===== src/rtl/fcsr_access_ctrl_pkg.sv =====
// FP CSR constants and types shared by the access controller and the CSR file.
// Pure declarations: no latency, no backpressure.
package fcsr_access_ctrl_pkg;

  localparam logic [11:0] CSR_FFLAGS = 12'h001;
  localparam logic [11:0] CSR_FRM    = 12'h002;
  localparam logic [11:0] CSR_FCSR   = 12'h003;

  typedef enum logic [1:0] {
    CSR_RW = 2'b00,
    CSR_RS = 2'b01,
    CSR_RC = 2'b10
  } csr_op_e;

  typedef struct packed {
    logic nv;
    logic dz;
    logic of;
    logic uf;
    logic nx;
  } fflags_t;

  typedef enum logic [1:0] {
    IDLE,
    DRAIN,
    ACCESS,
    RESP
  } state_e;

  function automatic logic fflags_any(fflags_t f);
    return |f;
  endfunction

endpackage


===== src/rtl/fcsr_access_ctrl_if.sv =====
// Decode/FPU/CSR-file signal bundle around the FP CSR access controller.
// Slave modport is the controller's view; master is the surrounding pipeline.
interface fcsr_access_ctrl_if #(
  parameter int XLEN = 32
);
  import fcsr_access_ctrl_pkg::*;

  logic            i_fpu_issue;
  logic            o_fpu_stall;
  logic            i_fpu_done;
  fflags_t         i_fpu_fflags;

  logic            i_csr_req_valid;
  logic            o_csr_req_ready;
  logic [11:0]     i_csr_addr;
  logic [1:0]      i_csr_op;
  logic            i_csr_we;
  logic [XLEN-1:0] i_csr_wdata;
  logic            o_csr_rsp_valid;
  logic [XLEN-1:0] o_csr_rsp_rdata;

  logic [11:0]     o_rf_addr;
  logic [1:0]      o_rf_op;
  logic            o_rf_write;
  fflags_t         o_rf_fflags;
  logic [XLEN-1:0] o_rf_wr_data;
  logic [XLEN-1:0] i_rf_rd_data;

  modport slave (
    input  i_fpu_issue, i_fpu_done, i_fpu_fflags,
    input  i_csr_req_valid, i_csr_addr, i_csr_op, i_csr_we, i_csr_wdata,
    input  i_rf_rd_data,
    output o_fpu_stall, o_csr_req_ready, o_csr_rsp_valid, o_csr_rsp_rdata,
    output o_rf_addr, o_rf_op, o_rf_write, o_rf_fflags, o_rf_wr_data
  );

  modport master (
    output i_fpu_issue, i_fpu_done, i_fpu_fflags,
    output i_csr_req_valid, i_csr_addr, i_csr_op, i_csr_we, i_csr_wdata,
    output i_rf_rd_data,
    input  o_fpu_stall, o_csr_req_ready, o_csr_rsp_valid, o_csr_rsp_rdata,
    input  o_rf_addr, o_rf_op, o_rf_write, o_rf_fflags, o_rf_wr_data
  );

endinterface


===== src/rtl/fcsr_access_ctrl_fpu_flag_tracker.sv =====
// Counts FPU ops in flight and accumulates retired fflags until flushed.
// Updates one cycle after issue/done; no backpressure (caller gates issue).
module fpu_flag_tracker
  import fcsr_access_ctrl_pkg::*;
#(
  parameter int MAX_INFLIGHT = 4,
  parameter int CNT_W        = $clog2(MAX_INFLIGHT + 1)
) (
  input  logic             i_clk,
  input  logic             i_rst_n,
  input  logic             i_issue,
  input  logic             i_done,
  input  fflags_t          i_fflags,
  input  logic             i_flush,
  output logic [CNT_W-1:0] o_inflight,
  output fflags_t          o_pending
);

  always_ff @(posedge i_clk or negedge i_rst_n) begin
    if (!i_rst_n) begin
      o_inflight <= '0;
      o_pending  <= '0;
    end else begin
      case ({i_issue, i_done})
        2'b10:   o_inflight <= o_inflight + CNT_W'(1);
        2'b01:   if (o_inflight != '0) o_inflight <= o_inflight - CNT_W'(1);
        default: o_inflight <= o_inflight;
      endcase
      // A flag retiring in the flush cycle survives into the next accumulation.
      o_pending <= (i_flush ? fflags_t'('0) : o_pending) | (i_done ? i_fflags : fflags_t'('0));
    end
  end

  a_no_underflow: assert property (@(posedge i_clk) disable iff (!i_rst_n)
    !(i_done && !i_issue && (o_inflight == '0)));

endmodule


===== src/rtl/fcsr_access_ctrl.sv =====
// Orders Zicsr accesses to fflags/frm/fcsr behind older FPU ops and flushes accrued flags.
// Best case accept N, file write end of N+1, rsp N+2; ready only in IDLE, FPU issue stalled otherwise.
module fcsr_access_ctrl
  import fcsr_access_ctrl_pkg::*;
#(
  parameter int XLEN         = 32,
  parameter int MAX_INFLIGHT = 4
) (
  input logic               i_clk,
  input logic               i_rst_n,
  fcsr_access_ctrl_if.slave bus
);

  localparam int CNT_W = $clog2(MAX_INFLIGHT + 1);

  state_e           state;
  logic [11:0]      req_addr;
  logic [1:0]       req_op;
  logic             req_we;
  logic [XLEN-1:0]  req_wdata;
  logic             rsp_valid;
  logic [XLEN-1:0]  rsp_rdata;
  logic [CNT_W-1:0] inflight;
  fflags_t          pending;
  logic             flush;
  logic             issue_ok;
  logic             accept;
  logic             drained;

  assign flush    = ((state == IDLE) || (state == DRAIN)) && fflags_any(pending);
  assign issue_ok = bus.i_fpu_issue && !bus.o_fpu_stall;
  assign accept   = bus.i_csr_req_valid && bus.o_csr_req_ready;
  assign drained  = (inflight == '0) && !fflags_any(pending) && !bus.i_fpu_done;

  // Holding issue outside IDLE keeps younger ops from reading a frm about to change.
  assign bus.o_fpu_stall     = (inflight == CNT_W'(MAX_INFLIGHT)) || (state != IDLE);
  assign bus.o_csr_req_ready = (state == IDLE);
  assign bus.o_csr_rsp_valid = rsp_valid;
  assign bus.o_csr_rsp_rdata = rsp_rdata;

  fpu_flag_tracker #(
    .MAX_INFLIGHT (MAX_INFLIGHT),
    .CNT_W        (CNT_W)
  ) u_tracker (
    .i_clk      (i_clk),
    .i_rst_n    (i_rst_n),
    .i_issue    (issue_ok),
    .i_done     (bus.i_fpu_done),
    .i_fflags   (bus.i_fpu_fflags),
    .i_flush    (flush),
    .o_inflight (inflight),
    .o_pending  (pending)
  );

  // Flush is never active in ACCESS, so a flag-only write cannot mask the instruction write.
  always_comb begin
    bus.o_rf_addr    = '0;
    bus.o_rf_op      = '0;
    bus.o_rf_write   = 1'b0;
    bus.o_rf_fflags  = '0;
    bus.o_rf_wr_data = '0;
    if (state == ACCESS) begin
      bus.o_rf_addr    = req_addr;
      bus.o_rf_op      = req_op;
      bus.o_rf_write   = req_we;
      bus.o_rf_wr_data = req_wdata;
    end else if (flush) begin
      bus.o_rf_addr    = CSR_FFLAGS;
      bus.o_rf_write   = 1'b1;
      bus.o_rf_fflags  = pending;
    end
  end

  always_ff @(posedge i_clk or negedge i_rst_n) begin
    if (!i_rst_n) begin
      state     <= IDLE;
      req_addr  <= '0;
      req_op    <= '0;
      req_we    <= 1'b0;
      req_wdata <= '0;
      rsp_valid <= 1'b0;
      rsp_rdata <= '0;
    end else begin
      rsp_valid <= 1'b0;
      case (state)
        IDLE: begin
          if (accept) begin
            req_addr  <= bus.i_csr_addr;
            req_op    <= bus.i_csr_op;
            req_we    <= bus.i_csr_we;
            req_wdata <= bus.i_csr_wdata;
            state     <= drained ? ACCESS : DRAIN;
          end
        end
        DRAIN: begin
          if (drained) state <= ACCESS;
        end
        ACCESS: begin
          rsp_rdata <= bus.i_rf_rd_data;
          rsp_valid <= 1'b1;
          state     <= RESP;
        end
        RESP: begin
          state <= IDLE;
        end
        default: state <= IDLE;
      endcase
    end
  end

endmodule


===== src/flat_wrapper.sv =====
// flat-port wrapper written by rule: the top's interface ports become plain ports
module fcsr_access_ctrl_flat import fcsr_access_ctrl_pkg::*;
#(
  parameter int XLEN         = 32,
  parameter int MAX_INFLIGHT = 4
)
  (i_clk, i_rst_n, bus_i_fpu_issue, bus_i_fpu_done, bus_i_fpu_fflags, bus_i_csr_req_valid, bus_i_csr_addr, bus_i_csr_op, bus_i_csr_we, bus_i_csr_wdata, bus_i_rf_rd_data, bus_o_fpu_stall, bus_o_csr_req_ready, bus_o_csr_rsp_valid, bus_o_csr_rsp_rdata, bus_o_rf_addr, bus_o_rf_op, bus_o_rf_write, bus_o_rf_fflags, bus_o_rf_wr_data);
  fcsr_access_ctrl_if #(.XLEN(XLEN)) bus_i ();
  input logic i_clk;
  input logic i_rst_n;
  input wire logic [$bits(bus_i.i_fpu_issue)-1:0] bus_i_fpu_issue;
  input wire logic [$bits(bus_i.i_fpu_done)-1:0] bus_i_fpu_done;
  input wire logic [$bits(bus_i.i_fpu_fflags)-1:0] bus_i_fpu_fflags;
  input wire logic [$bits(bus_i.i_csr_req_valid)-1:0] bus_i_csr_req_valid;
  input wire logic [$bits(bus_i.i_csr_addr)-1:0] bus_i_csr_addr;
  input wire logic [$bits(bus_i.i_csr_op)-1:0] bus_i_csr_op;
  input wire logic [$bits(bus_i.i_csr_we)-1:0] bus_i_csr_we;
  input wire logic [$bits(bus_i.i_csr_wdata)-1:0] bus_i_csr_wdata;
  input wire logic [$bits(bus_i.i_rf_rd_data)-1:0] bus_i_rf_rd_data;
  output wire logic [$bits(bus_i.o_fpu_stall)-1:0] bus_o_fpu_stall;
  output wire logic [$bits(bus_i.o_csr_req_ready)-1:0] bus_o_csr_req_ready;
  output wire logic [$bits(bus_i.o_csr_rsp_valid)-1:0] bus_o_csr_rsp_valid;
  output wire logic [$bits(bus_i.o_csr_rsp_rdata)-1:0] bus_o_csr_rsp_rdata;
  output wire logic [$bits(bus_i.o_rf_addr)-1:0] bus_o_rf_addr;
  output wire logic [$bits(bus_i.o_rf_op)-1:0] bus_o_rf_op;
  output wire logic [$bits(bus_i.o_rf_write)-1:0] bus_o_rf_write;
  output wire logic [$bits(bus_i.o_rf_fflags)-1:0] bus_o_rf_fflags;
  output wire logic [$bits(bus_i.o_rf_wr_data)-1:0] bus_o_rf_wr_data;
  assign bus_i.i_fpu_issue = bus_i_fpu_issue;
  assign bus_i.i_fpu_done = bus_i_fpu_done;
  assign bus_i.i_fpu_fflags = bus_i_fpu_fflags;
  assign bus_i.i_csr_req_valid = bus_i_csr_req_valid;
  assign bus_i.i_csr_addr = bus_i_csr_addr;
  assign bus_i.i_csr_op = bus_i_csr_op;
  assign bus_i.i_csr_we = bus_i_csr_we;
  assign bus_i.i_csr_wdata = bus_i_csr_wdata;
  assign bus_i.i_rf_rd_data = bus_i_rf_rd_data;
  assign bus_o_fpu_stall = bus_i.o_fpu_stall;
  assign bus_o_csr_req_ready = bus_i.o_csr_req_ready;
  assign bus_o_csr_rsp_valid = bus_i.o_csr_rsp_valid;
  assign bus_o_csr_rsp_rdata = bus_i.o_csr_rsp_rdata;
  assign bus_o_rf_addr = bus_i.o_rf_addr;
  assign bus_o_rf_op = bus_i.o_rf_op;
  assign bus_o_rf_write = bus_i.o_rf_write;
  assign bus_o_rf_fflags = bus_i.o_rf_fflags;
  assign bus_o_rf_wr_data = bus_i.o_rf_wr_data;
  fcsr_access_ctrl #(.XLEN(XLEN), .MAX_INFLIGHT(MAX_INFLIGHT)) u_core (.i_clk(i_clk), .i_rst_n(i_rst_n), .bus(bus_i));
endmodule

===== config.mk =====
export PLATFORM = sky130hd
export DESIGN_NAME = fcsr_access_ctrl_flat
export DESIGN_NICKNAME = d
export VERILOG_FILES = /design/src/rtl/fcsr_access_ctrl_pkg.sv /design/src/rtl/fcsr_access_ctrl_if.sv /design/src/rtl/fcsr_access_ctrl_fpu_flag_tracker.sv /design/src/rtl/fcsr_access_ctrl.sv /design/src/flat_wrapper.sv
export SDC_FILE = /design/constraint.sdc
export NUM_CORES = 1
export LEC_CHECK = 0
export ABC_AREA = 0
export CORE_MARGIN = 4
export CORE_UTILIZATION = 25
export CTS_CLUSTER_SIZE = 28
export DETAILED_ROUTE_END_ITERATION = 8
export GPL_ROUTABILITY_DRIVEN = 1
export PLACE_DENSITY_LB_ADDON = 0.12
export SYNTH_ARGS = -nofsm -noshare
export SYNTH_HDL_FRONTEND = slang
export SYNTH_SLANG_ARGS = --single-unit

===== constraint.sdc =====
create_clock -name i_clk -period 2.1 [get_ports i_clk]
set_clock_uncertainty 0.1 [all_clocks]
set_input_delay 0.42 -clock i_clk [delete_from_list [all_inputs] [get_ports i_clk]]
set_output_delay 0.42 -clock i_clk [all_outputs]
set_load 0.01 [all_outputs]

# Yosys cells after proc, flatten, opt, wreduce, memory -nomap -nowiden
# Index checks and enable logic that the tools add are counted.
word_totals:
  ff_bits: 90
  in_bits: 89
  output_inout_bits: 87
classes:
  addsub: 2
  n_eq_ne: 9
  mux: 17
  bitwise: 1
  reduce_logical: 19
ops:
  columns: ["operator", "n"]
  rows:
  - ["$mux 32", 1]
  - ["$mux 5", 4]
  - ["$mux 12", 1]
  - ["$mux 2", 4]
  - ["$pmux 2 s4", 1]
  - ["$eq 2x2->1 const B", 3]
  - ["$pmux 3 s2", 1]
  - ["$reduce_and 2->1", 3]
  - ["$logic_and 1x1->1", 5]
  - ["$or 5x5->5", 1]
  - ["$reduce_or 5->1", 1]
  - ["$eq 2x1->1 const B", 2]
  - ["$mux 1", 4]
  - ["$ne 2x2->1 const B", 2]
  - ["$reduce_bool 2->1", 2]
  - ["$add 3x1->3 const B", 1]
  - ["$eq 3x3->1 const B", 1]
  - ["$logic_not 1->1", 3]
  - ["$logic_not 3->1", 1]
  - ["$mux 3", 1]
  - ["$reduce_bool 3->1", 1]
  - ["$sub 3x1->3 const B", 1]
  - ["$logic_not 2->1", 1]
  - ["$logic_or 1x1->1", 2]
  - ["$ne 2x1->1 const B", 1]

# Longest topological paths before layout
logic_depth:
  depth_word: 7
  mapped_depth: 8
  mapped_depth_nobuf: 8

# Hierarchy
# A second synthesis with hierarchy kept.
hier_totals:
  cells_unflattened: 301
  area_unflattened_um2: 3962.6
by_module_without_submodules:
  columns: ["mod", "instances", "cells_per_inst", "area_each_um2", "seq_area_each_um2"]
  rows:
  - ["fcsr_access_ctrl", 1, 255, 3537.1, 2052.0]
  - ["fpu_flag_tracker", 1, 46, 425.4, 200.2]

# Worst setup path before layout
# Ideal clock, no wire load.
synth_timing:
  path_type: "flip-flop to flip-flop"
  from: "register u_core.state[0]"
  to: "register u_core.u_tracker.o_inflight[2]"
  arrival_ns: 1.788
  required_ns: 1.874
  slack_ns: 0.086
  path_stages_with_launch: 8
  path_buffers: 0
  period_less_slack_ns: 2.014
  cell_sequence: "dfrtp_1 inv_1 ha_1 nand3_1 nand2_1 fa_1 and3_1 o311a_1"
synth_via:
  elab_chain_cells: 7
  elab_cells_between_ends: 10
  classes_between: "eq/ne: 3; mux: 1; reduce/logical: 6"
synth_lines:
  columns: ["element", "line_no", "text"]
  rows:
  - ["start: declaration", "fcsr_access_ctrl.sv:16", "state_e state;"]
  - ["start signal: assignment", "fcsr_access_ctrl.sv:92", "state <= drained ? ACCESS : DRAIN;"]
  - ["$reduce_bool 2->1 *", "fcsr_access_ctrl.sv:36", "assign bus.o_fpu_stall = (inflight == CNT_W'(MAX_INFLIGHT)) || (state != IDLE);"]
  - ["$logic_or 1x1->1 *", "fcsr_access_ctrl.sv:36", null]
  - ["$logic_not 1->1 *", "fcsr_access_ctrl.sv:31", "assign issue_ok = bus.i_fpu_issue && !bus.o_fpu_stall;"]
  - ["$logic_and 1x1->1 *", "fcsr_access_ctrl.sv:31", null]
  - ["$eq 2x1->1 or $eq 2x2->1 (tied branches)", "fcsr_access_ctrl_fpu_flag_tracker.sv:24", "case ({i_issue, i_done})"]
  - ["$ne 2x2->1 (no source line) or $reduce_bool 2->1 (tied branches)", null, null]
  - ["$reduce_and 2->1 (no source line)", null, null]
  - ["end signal: assignment", "fcsr_access_ctrl_fpu_flag_tracker.sv:25", "2'b10: o_inflight <= o_inflight + CNT_W'(1);"]
  - ["end signal: assignment", "fcsr_access_ctrl_fpu_flag_tracker.sv:26", "2'b01: if (o_inflight != '0) o_inflight <= o_inflight - CNT_W'(1);"]
  - ["end signal: assignment", "fcsr_access_ctrl_fpu_flag_tracker.sv:27", "default: o_inflight <= o_inflight;"]
  - ["end: declaration", "fcsr_access_ctrl_fpu_flag_tracker.sv:15", "output logic [CNT_W-1:0] o_inflight,"]
# Every way passes the cells marked *; elsewhere a longest branch is shown, timed or not.
# A chain may end at the register's enable or synchronous reset.

# Worst setup path in the final report
layout_timing:
  from: "register u_core.state[0]"
  to: "output bus_o_rf_wr_data[1]"
layout_via:
  elab_chain_cells: 2
layout_lines:
  columns: ["element", "line_no", "text"]
  rows:
  - ["$eq 2x2->1", "fcsr_access_ctrl.sv:62", "if (state == ACCESS) begin"]
  - ["$mux 32", "fcsr_access_ctrl.sv:62", null]
  - ["end: declaration", "flat_wrapper.sv:28", "output wire logic [$bits(bus_i.o_rf_wr_data)-1:0] bus_o_rf_wr_data;"]
# Every way passes these cells.

==> reports/qor.csv <==
stage,metric,value,unit
placement,dpl_cell_area,6170,um2
worst_setup_path,critical_path.max_fanout,4,
routing,drc,0,
cts,cts_root_buf,clkbuf_16,
sta,setup_ws,-120,ps
yosys,ys_seq_area_share,55.3,%
global_route,grt_pass1_wl,17400,um
floorplanning,core_area,15900,um2
yosys,yosys_warnings,0,
yosys,synth_flop_cell,dfrtp_1,
routing,ant_nets,0,
placement,hpwl,7690,um
worst_setup_path,regToRegSetupSlack,80,ps
final_layout,nets,600,
placement,post-place-ws,-145,ps
worst_setup_path,crit_required,1580,ps
floorplanning,die_h,136,um
global_route,antenna_found_initial,0,
routing,wl_per_cell,15.6,um
final_layout,design_area,6970,um2
worst_setup_path,cp_cell_sequence,inv_2 -> ha_4 -> buf_8 -> buf_12 -> clkbuf_16 -> and2_4 -> buf_6,
yosys,ys_seq_elements,90,
sta,setup_viol,29,
cts,cts_buffers,9,
floorplanning,start_util,25.5,%
routing,routed_wl,11300,um
cts,clk_latency,340,ps
power_and_ir_drop,leakage,3.12,nW
placement,placed_cells,688,
routing,drt_iter0_markers,72,
yosys,async_reset_ff_share,100,%
worst_setup_path,cp.arrival,1700,ps
routing,vias,3030,
floorplanning,io_pins,176,
yosys,syn-num-nets,389,
worst_setup_path,critPathTopFamily,buffers and inverters,
power_and_ir_drop,powerDensity,1490,nW/um2
cts,cts.htree.levels,3,
routing,dr.pass1.iters,5,
final_layout,syn_to_final_growth,71.2,%
worst_setup_path,worstSetupPathType,flip-flop to output pin,
worst_setup_path,endpoint_kind,output pin,
power_and_ir_drop,vdd_drop_max,0.489,mV
sta,slew_violations,0,
sta,hold_viol,0,
final_layout,layout.cells.non_filler,727,
worst_setup_path,slowest_delay,410,ps
sta,period_share,106,%
global_route,gr-usage-all-layers,12.2,%
worst_setup_path,worst-path-buf-inv,5,
placement,io_buffers,175,
run_status,status,finished with violations,
routing,vias_per_cell,4.17,
cts,cts_buffer_depth,2,
final_layout,drive_above_1_share,47.4,%
sta,period_minus_slack,2220,ps
global_route,grt_pass1_vias,3278,
yosys,synth_area_per_cell,13.8,um2
run_status,violations,setup timing,
placement,gp_congestion,0.792,
final_layout,layout_common_cells,"clkdlybuf4s50_1 (120), dfrtp_1 (89), mux2_2 (49)",
yosys,syn-cell-area,4070,um2
sta,tightestPinTransition,420,ps
cts,clk_pin_slew,70,ps
flow_run,cap_violations,0,
yosys,ys_types,34,
sta,grt_setup_unrepaired,yes,
final_layout,n_antenna_cell,0,
min_path,worstHoldPathType,flip-flop to flip-flop,
final_layout,final_common_cell,clkdlybuf4s50_1,
cts,cts_sinks,90,
global_route,grt.overflow.total,0,
global_route,grt_start_max_net_pins,46,
yosys,syn_inst,295,
yosys,synth_edf_count,0,
floorplanning,dieWidth,136,um
worst_setup_path,critPathLaunchType,flip-flop,
sta,max_freq,0.450,GHz
cts,cts_tree,yes,
sta,max_slew_margin,71.9,%
worst_setup_path,cpMaxStageDelayCell,dfrtp_1,
floorplanning,num_rows,46,
floorplanning,dieArea,18400,um2
sta,holdWs,404,ps
[per-layer routing]
layer / part of all wire (%) / GRT usage (%)
met2: 43 / 17.9
met4: 1.8 / 4.98
met5: 0 / 0
met1: 44 / 16.0
met3: 11 / 4.90
[what timing repair did]
action	CTS	global route
endpoints found under the setup margin	55	83
pin swaps	4	6
cloned	4	1
setup buffers	11	9
hold buffers	1	0
endpoints found under the hold margin	28	0
gates resized for setup	266	65
[cells by family after synthesis]
group,count (synthesis),share of synthesized area [%]
DFF,90,55.3
muxes,82,25.4
and+or+nand+nor,81,11.6
buffers and inverters,19,2.67
AOI/OAI and AO/OA,17,3.07
adders and majority gates,5,1.72
xor gates and xnor gates,1,0.215
[registers in the layout (all words and copies together) (netlist names)]
name and count:
u_core.bus.o_csr_rsp_rdata 32, u_core.bus.o_csr_rsp_valid 1, u_core.req_addr 12, u_core.req_op 2
u_core.req_wdata 32, u_core.req_we 1, u_core.state 2, u_core.u_tracker.o_inflight 3
u_core.u_tracker.o_pending 5
[where the power goes]
| group | leakage (nW) | internal, mW | switching [mW] |
|---|---|---|---|
| combinational | 1.90 | 3.46 | 1.99 |
| clock | 0.159 | 1.08 | 0.684 |
| sequential | 1.06 | 2.63 | 0.521 |
| total | 3.12 | 7.17 | 3.19 |
[Yosys cell counts (2+ instances only)]
library cell	instances	area share [%]
o21ai_0	2	0.25
dfrtp_1	90	55
nand3_1	2	0.25
nor3_1	2	0.25
inv_1	4	0.37
a22o_1	5	1.1
buf_2	6	0.74
ha_1	4	1.2
clkbuf_1	5	0.46
mux2_4	30	11
nand2_1	12	1.1
nor2_1	5	0.46
mux2i_1	3	0.74
o31ai_1	2	0.37
nor2b_1	2	0.31
and2_1	50	7.7
a21oi_1	3	0.37
mux2_2	49	14
buf_6	4	1.1
[final timing paths]
path	start	to	cells after the start
setup / recovery	u_core.state[0]	bus_o_rf_wr_data[1]	7
hold / removal	u_core.bus.o_csr_rsp_rdata[18]	u_core.bus.o_csr_rsp_rdata[18]	1
setup reg to reg	u_core.state[0]	u_core.u_tracker.o_inflight[2]	8
hold reg to reg	u_core.bus.o_csr_rsp_rdata[18]	u_core.bus.o_csr_rsp_rdata[18]	1
max in group asynchronous	i_rst_n	u_core.req_op[1]	3
min in group asynchronous	i_rst_n	u_core.u_tracker.o_pending[4]	2
[final cells by class]
cell class	instances	area [um2]
Clock inverter	6	90.1
Timing Repair Buffer	215	2210
Tap cell	216	270
Inverter	4	17.5
Multi-Input combinational cell	186	1880
Fill cell	1514	8980
Clock buffer	10	239
Sequential cell	90	2250
[through the flow]
stage,power [mW],TNS (ps),utilization [%]
after global placement,7.64,-4720,38.7
after detailed placement,7.68,-5070,38.7
final,10.4,-2400,43.7
after global routing,11.0,-4800,43.7
after CTS,10.0,-2450,41.9
after floorplan,5.49,0,-
Power figures use the tool's default switching activity.
